## src/rtl/msx_joyport_ctrl.sv

```systemverilog
// Shares MSX joystick port A between the digital joystick and a PS/2 mouse speaking the MSX nibble protocol.
// Define JOYPORT_ACCUM_EN to accumulate mouse deltas with saturation; otherwise each packet overwrites the count.
module msx_joyport_ctrl #(
  parameter int unsigned TIMEOUT = 100000,
  parameter int unsigned SAT_MAX = 127
) (
  input  logic       clk_sys,
  input  logic       reset,
  input  logic [5:0] joy,
  input  logic       mouse_strobe,
  input  logic [8:0] mouse_x,
  input  logic [8:0] mouse_y,
  input  logic [1:0] mouse_btn,
  input  logic       msx_str,
  output logic [5:0] port_out,
  output logic       mouse_mode
);

  localparam int unsigned TW = $clog2(TIMEOUT + 1);
`ifdef JOYPORT_ACCUM_EN
  localparam bit ACCUM = 1'b1;
`else
  localparam bit ACCUM = 1'b0;
`endif

  typedef enum logic {S_JOY, S_MOUSE} mode_t;

  mode_t          mode, mode_n;
  logic           str_d;
  logic [1:0]     phase;
  logic [TW-1:0]  timer;
  logic [7:0]     acc_x, acc_y;
  logic [7:0]     latch_x, latch_y;
  logic           edge_c;
  logic [9:0]     dx_c, dy_c;
  logic [3:0]     nib_c;

  // New count from an old count and a 10-bit delta: clamped sum, or plain low byte of the delta
  function automatic logic [7:0] upd(input logic [7:0] a, input logic [9:0] d);
    logic signed [9:0] s;
    logic signed [9:0] lim;
    lim = $signed(10'(SAT_MAX));
    s   = $signed({{2{a[7]}}, a}) + $signed(d);
    if (!ACCUM)         return d[7:0];
    else if (s > lim)   return 8'(lim);
    else if (s < -lim)  return 8'(-lim);
    else                return s[7:0];
  endfunction

  always_ff @(posedge clk_sys or posedge reset) begin
    if (reset) mode <= S_JOY;
    else       mode <= mode_n;
  end

  always_comb begin
    mode_n = mode;
    edge_c = msx_str ^ str_d;
    // MSX X axis runs opposite to the PS/2 one
    dx_c   = 10'd0 - {mouse_x[8], mouse_x};
    dy_c   = {mouse_y[8], mouse_y};
    nib_c  = 4'hF;
    case (mode)
      S_JOY:   if (mouse_strobe) mode_n = S_MOUSE;
      S_MOUSE: if ((|joy) && !mouse_strobe) mode_n = S_JOY;
      default: mode_n = S_JOY;
    endcase
    case (phase)
      2'd0: nib_c = acc_x[7:4];
      2'd1: nib_c = latch_x[3:0];
      2'd2: nib_c = latch_y[7:4];
      2'd3: nib_c = latch_y[3:0];
      default: nib_c = 4'hF;
    endcase
  end

  always_ff @(posedge clk_sys or posedge reset) begin
    if (reset) begin
      port_out   <= 6'h3F;
      mouse_mode <= 1'b0;
      str_d      <= 1'b0;
      phase      <= 2'd0;
      timer      <= '0;
      acc_x      <= 8'd0;
      acc_y      <= 8'd0;
      latch_x    <= 8'd0;
      latch_y    <= 8'd0;
    end else begin
      str_d      <= msx_str;
      mouse_mode <= (mode_n == S_MOUSE);
      if (mode_n == S_JOY) begin
        port_out <= msx_str ? 6'h3F : ~joy;
        phase    <= 2'd0;
        timer    <= '0;
        acc_x    <= 8'd0;
        acc_y    <= 8'd0;
        latch_x  <= 8'd0;
        latch_y  <= 8'd0;
      end else begin
        port_out[5:4] <= ~mouse_btn;
        if (edge_c) begin
          timer         <= TW'(TIMEOUT);
          phase         <= phase + 2'd1;
          port_out[3:0] <= nib_c;
          if (phase == 2'd0) begin
            // Snapshot the count; a packet arriving on this edge starts the next count
            latch_x <= acc_x;
            latch_y <= acc_y;
            acc_x   <= mouse_strobe ? upd(8'd0, dx_c) : 8'd0;
            acc_y   <= mouse_strobe ? upd(8'd0, dy_c) : 8'd0;
          end else if (mouse_strobe) begin
            acc_x <= upd(acc_x, dx_c);
            acc_y <= upd(acc_y, dy_c);
          end
        end else begin
          if (mode == S_JOY) port_out[3:0] <= 4'hF;
          if (mouse_strobe) begin
            acc_x <= upd(acc_x, dx_c);
            acc_y <= upd(acc_y, dy_c);
          end
          if (timer != '0) begin
            timer <= timer - TW'(1);
            if (timer == TW'(1)) phase <= 2'd0;
          end
        end
      end
    end
  end

endmodule

```

## config.mk

```make
export PLATFORM = sky130hd
export DESIGN_NAME = msx_joyport_ctrl
export DESIGN_NICKNAME = d
export VERILOG_FILES = /design/src/rtl/msx_joyport_ctrl.sv
export SDC_FILE = /design/constraint.sdc
export NUM_CORES = 1
export LEC_CHECK = 0
export CAP_MARGIN = 20
export CELL_PAD_IN_SITES_DETAIL_PLACEMENT = 1
export CELL_PAD_IN_SITES_GLOBAL_PLACEMENT = 1
export CORE_MARGIN = 5
export CORE_UTILIZATION = 30
export CTS_CLUSTER_SIZE = 14
export DETAILED_ROUTE_END_ITERATION = 8
export PLACE_DENSITY = 0.6
export SYNTH_ARGS = -nofsm -noshare
export SYNTH_HDL_FRONTEND = slang
export SYNTH_SLANG_ARGS = --single-unit
```

## constraint.sdc

```tcl
create_clock -name clk_sys -period 5.1 [get_ports clk_sys]
set_input_delay 1.02 -clock clk_sys [delete_from_list [all_inputs] [get_ports clk_sys]]
set_output_delay 1.02 -clock clk_sys [all_outputs]
set_load 0.05 [all_outputs]
```

==> flow_metrics.py <==
metrics = {
    "yosys": {
        "async_reset_ff_share_pct": 100,
        "syn_area_per_cell_um2": 9.96,
        "synth_cell_types": 52,
        "syn-num-nets": 320,
        "synthCells": 283,
        "synth_common_cells": "dfrtp_1 (49), nand2_1 (39), a21oi_1 (31)",
        "ys_seq_area_share_pct": 49.1,
        "synth.area.top_cells": "dfrtp_1 (44%), dfstp_2 (5.6%), a21oi_1 (5.5%), nand2_1 (5.2%), a22o_1 (4.7%)",
        "yosysMostFrequentCell": "dfrtp_1",
        "synth_warnings": 0,
        "synth_seq_cells": 55,
        "ys.flop_type": "dfrtp_1",
        "synth_top_cell_by_area": "dfrtp_1",
        "yosys.area.top_type_share_pct": 43.5,
        "synth_edf_count": 0,
        "syn_area_mm2": 0.00282,
    },
    "floorplan": {
        "placementRows": 35,
        "initial_core_util_pct": 30.6,
        "die_y_um": 107,
        "die_area_mm2": 0.0114,
        "ios": 37,
        "die_x_um": 107,
        "core_mm2": 0.00920,
    },
    "clock_tree": {
        "postCtsSetupBuffers": 0,
        "htreeDepth": 2,
        "cts-hold-fix-buffers": 0,
        "clock_latency_ns": 0.31,
        "post_cts_resized": 0,
        "cts_max_path_buffers": 2,
        "clk_pin_slew_ns": 0.11,
        "cts_buffers": 5,
        "cts_sinks": 55,
        "clockRootBuffer": "clkbuf_8",
        "tritoncts": "done",
    },
    "critical_path": {
        "crit_path_max_fanout": 24,
        "endpoint_kind": "flop",
        "cp.arrival_ns": 3.25,
        "cp.required_ns": 5.33,
        "crit_type": "primary input to flop",
        "start_kind": "primary input",
    },
    "cells_and_area": {
        "fill_cells": 1052,
        "fin_nets": 351,
        "areaGrowthSynthToFinish_pct": 18.4,
        "drive_above_1_share_pct": 10.2,
        "diodes": 0,
        "final_util_pct": 36.3,
    },
    "sta": {
        "hold_viol_final": 0,
        "final-setup-viol-count": 0,
        "drv_slew": 0,
        "tns_ns": 0,
        "timing.fmax_mhz": 330,
        "rsz0062_at_grt": "no",
        "tightest_slew_ns": 0.748,
        "min_period_ns": 3.03,
        "slew_headroom_pct": 50.0,
        "fin_crit_sh_pct": 59.4,
        "finClkSkew_ns": 0.00619,
    },
    "global_routing": {
        "grt_pass1_wl_um": 12000,
        "antenna_found_initial": 0,
        "grt_pass1_vias": 2412,
        "grt_util_all_layers_pct": 13.0,
        "grt_max_degree": 56,
        "overflow": 0,
    },
    "pwr": {
        "leakage_uw": 0.00135,
        "ir_worst_vdd_v": 0.000144,
        "power.density_mw_per_mm2": 312,
    },
    "place": {
        "place.gp.congestion": 0.724,
        "post-dp-hpwl_um": 4940,
        "portBuffers": 34,
    },
    "drt": {
        "drtIter0Drc": 87,
        "firstDrtPassIters": 6,
        "routed_wl_um": 6930,
        "vias": 2273,
        "wire_per_inst_um": 16.3,
        "viasPerCell": 5.34,
        "antenna_left": 0,
        "drcViolationCount": 0,
    },
    "job": {
        "max_cap_violations": 0,
    },
    "outcome": {
        "status": "finished, final reports clean",
    },
    "hold_path": {
        "min_path_type": "flop to flop",
    },
}
registers in the layout, summed over array words and instances (netlist names):
name and count:
acc_x 8, latch_y 8, acc_y 8, str_d 1
latch_x 4, phase 2, mouse_mode 1, port_out 6
timer 17
placed cells by master (no fill, tap or decap), drive strengths merged, types with 4 or more instances in the layout:
cell	synthesis	routed
a21oi	31	31
a22o	15	15
nor3	14	14
ha	7	7
inv	13	15
buf	5	5
or4	5	5
nand3	4	4
clkbuf	9	5
or3	7	7
nor4	5	5
xnor2	5	5
nor2	8	8
mux2i	5	5
dfstp	6	6
o21ai	11	11
a22oi	5	5
clkdlybuf4s50	0	34
nand2	39	39
dfrtp	49	49
power breakdown:
part           internal [uW]  switching, uW  total, uW
registers                475           35.3        511
logic                    110            160        270
clock network            102            159        261
total                    687            354       1040
worst paths after layout:
path	to	start	cells past startpoint	slack, ns
worst max-delay path	timer[1]$_DFFE_PP0P_	mouse_strobe	6	2.07
worst min-delay path	acc_y[5]$_DFF_PP0_	acc_y[5]$_DFF_PP0_	1	0.51
worst max register to register	timer[12]$_DFFE_PP0P_	timer[2]$_DFFE_PP0P_	4	2.80
worst min register to register	acc_y[5]$_DFF_PP0_	acc_y[5]$_DFF_PP0_	1	0.51
max in group asynchronous	latch_x[3]$_DFFE_PP0P_	reset	3	3.42
min in group asynchronous	acc_y[7]$_DFF_PP0_	reset	3	1.22
area by class of cell:
type / count / area (um^2) / share of cell area, %
multi-input combinational: 200 / 1290 / 38.7
clock buffer: 5 / 68.8 / 2.06
timing repair buffer: 39 / 378 / 11.3
tap: 111 / 139 / 4.16
sequential: 55 / 1380 / 41.5
clock inverter: 3 / 26.3 / 0.787
inverter: 13 / 48.8 / 1.46
through the flow:
stage	instance area (um^2)	total power (uW)	std cells	hold slack (ns)	setup slack (ns)
final	3340	1040	426	0.507	2.07
after global routing	3340	1110	426	0.539	1.84
after CTS	3340	1060	426	0.518	2.03
after detailed placement	3240	793	418	0.488	1.69
after global placement	3240	786	418	0.479	1.76
after floorplan	2820	709	283	0.463	2.74
cells by family after synthesis:
logic type	Yosys count	share of synthesized area (%)
compound gates	85	20.6
xor+xnor	8	2.49
fa+ha+maj	7	3.11
buf+inv	28	5.02
flops	55	49.1
mux	5	1.78
simple gates	95	17.9
critical path, cell delays in order:
cell,delay [ns]
clkdlybuf4s50_1,0.95
a21oi_1,0.09
buf_4,0.26
inv_1,0.36
nand2_1,0.31
a211oi_1,0.25
layer usage:
metal | vias up | global-route usage (%) | part of all wire, %
met3 | 7 | 2.29 | 2.2
met1 | 1144 | 16.7 | 46
met5 | - | 0 | 0
li1 | 1093 | - | -
met2 | 29 | 23.1 | 51
met4 | 0 | 2.65 | 0.76
No activity file was read; power rests on OpenSTA's default activity.
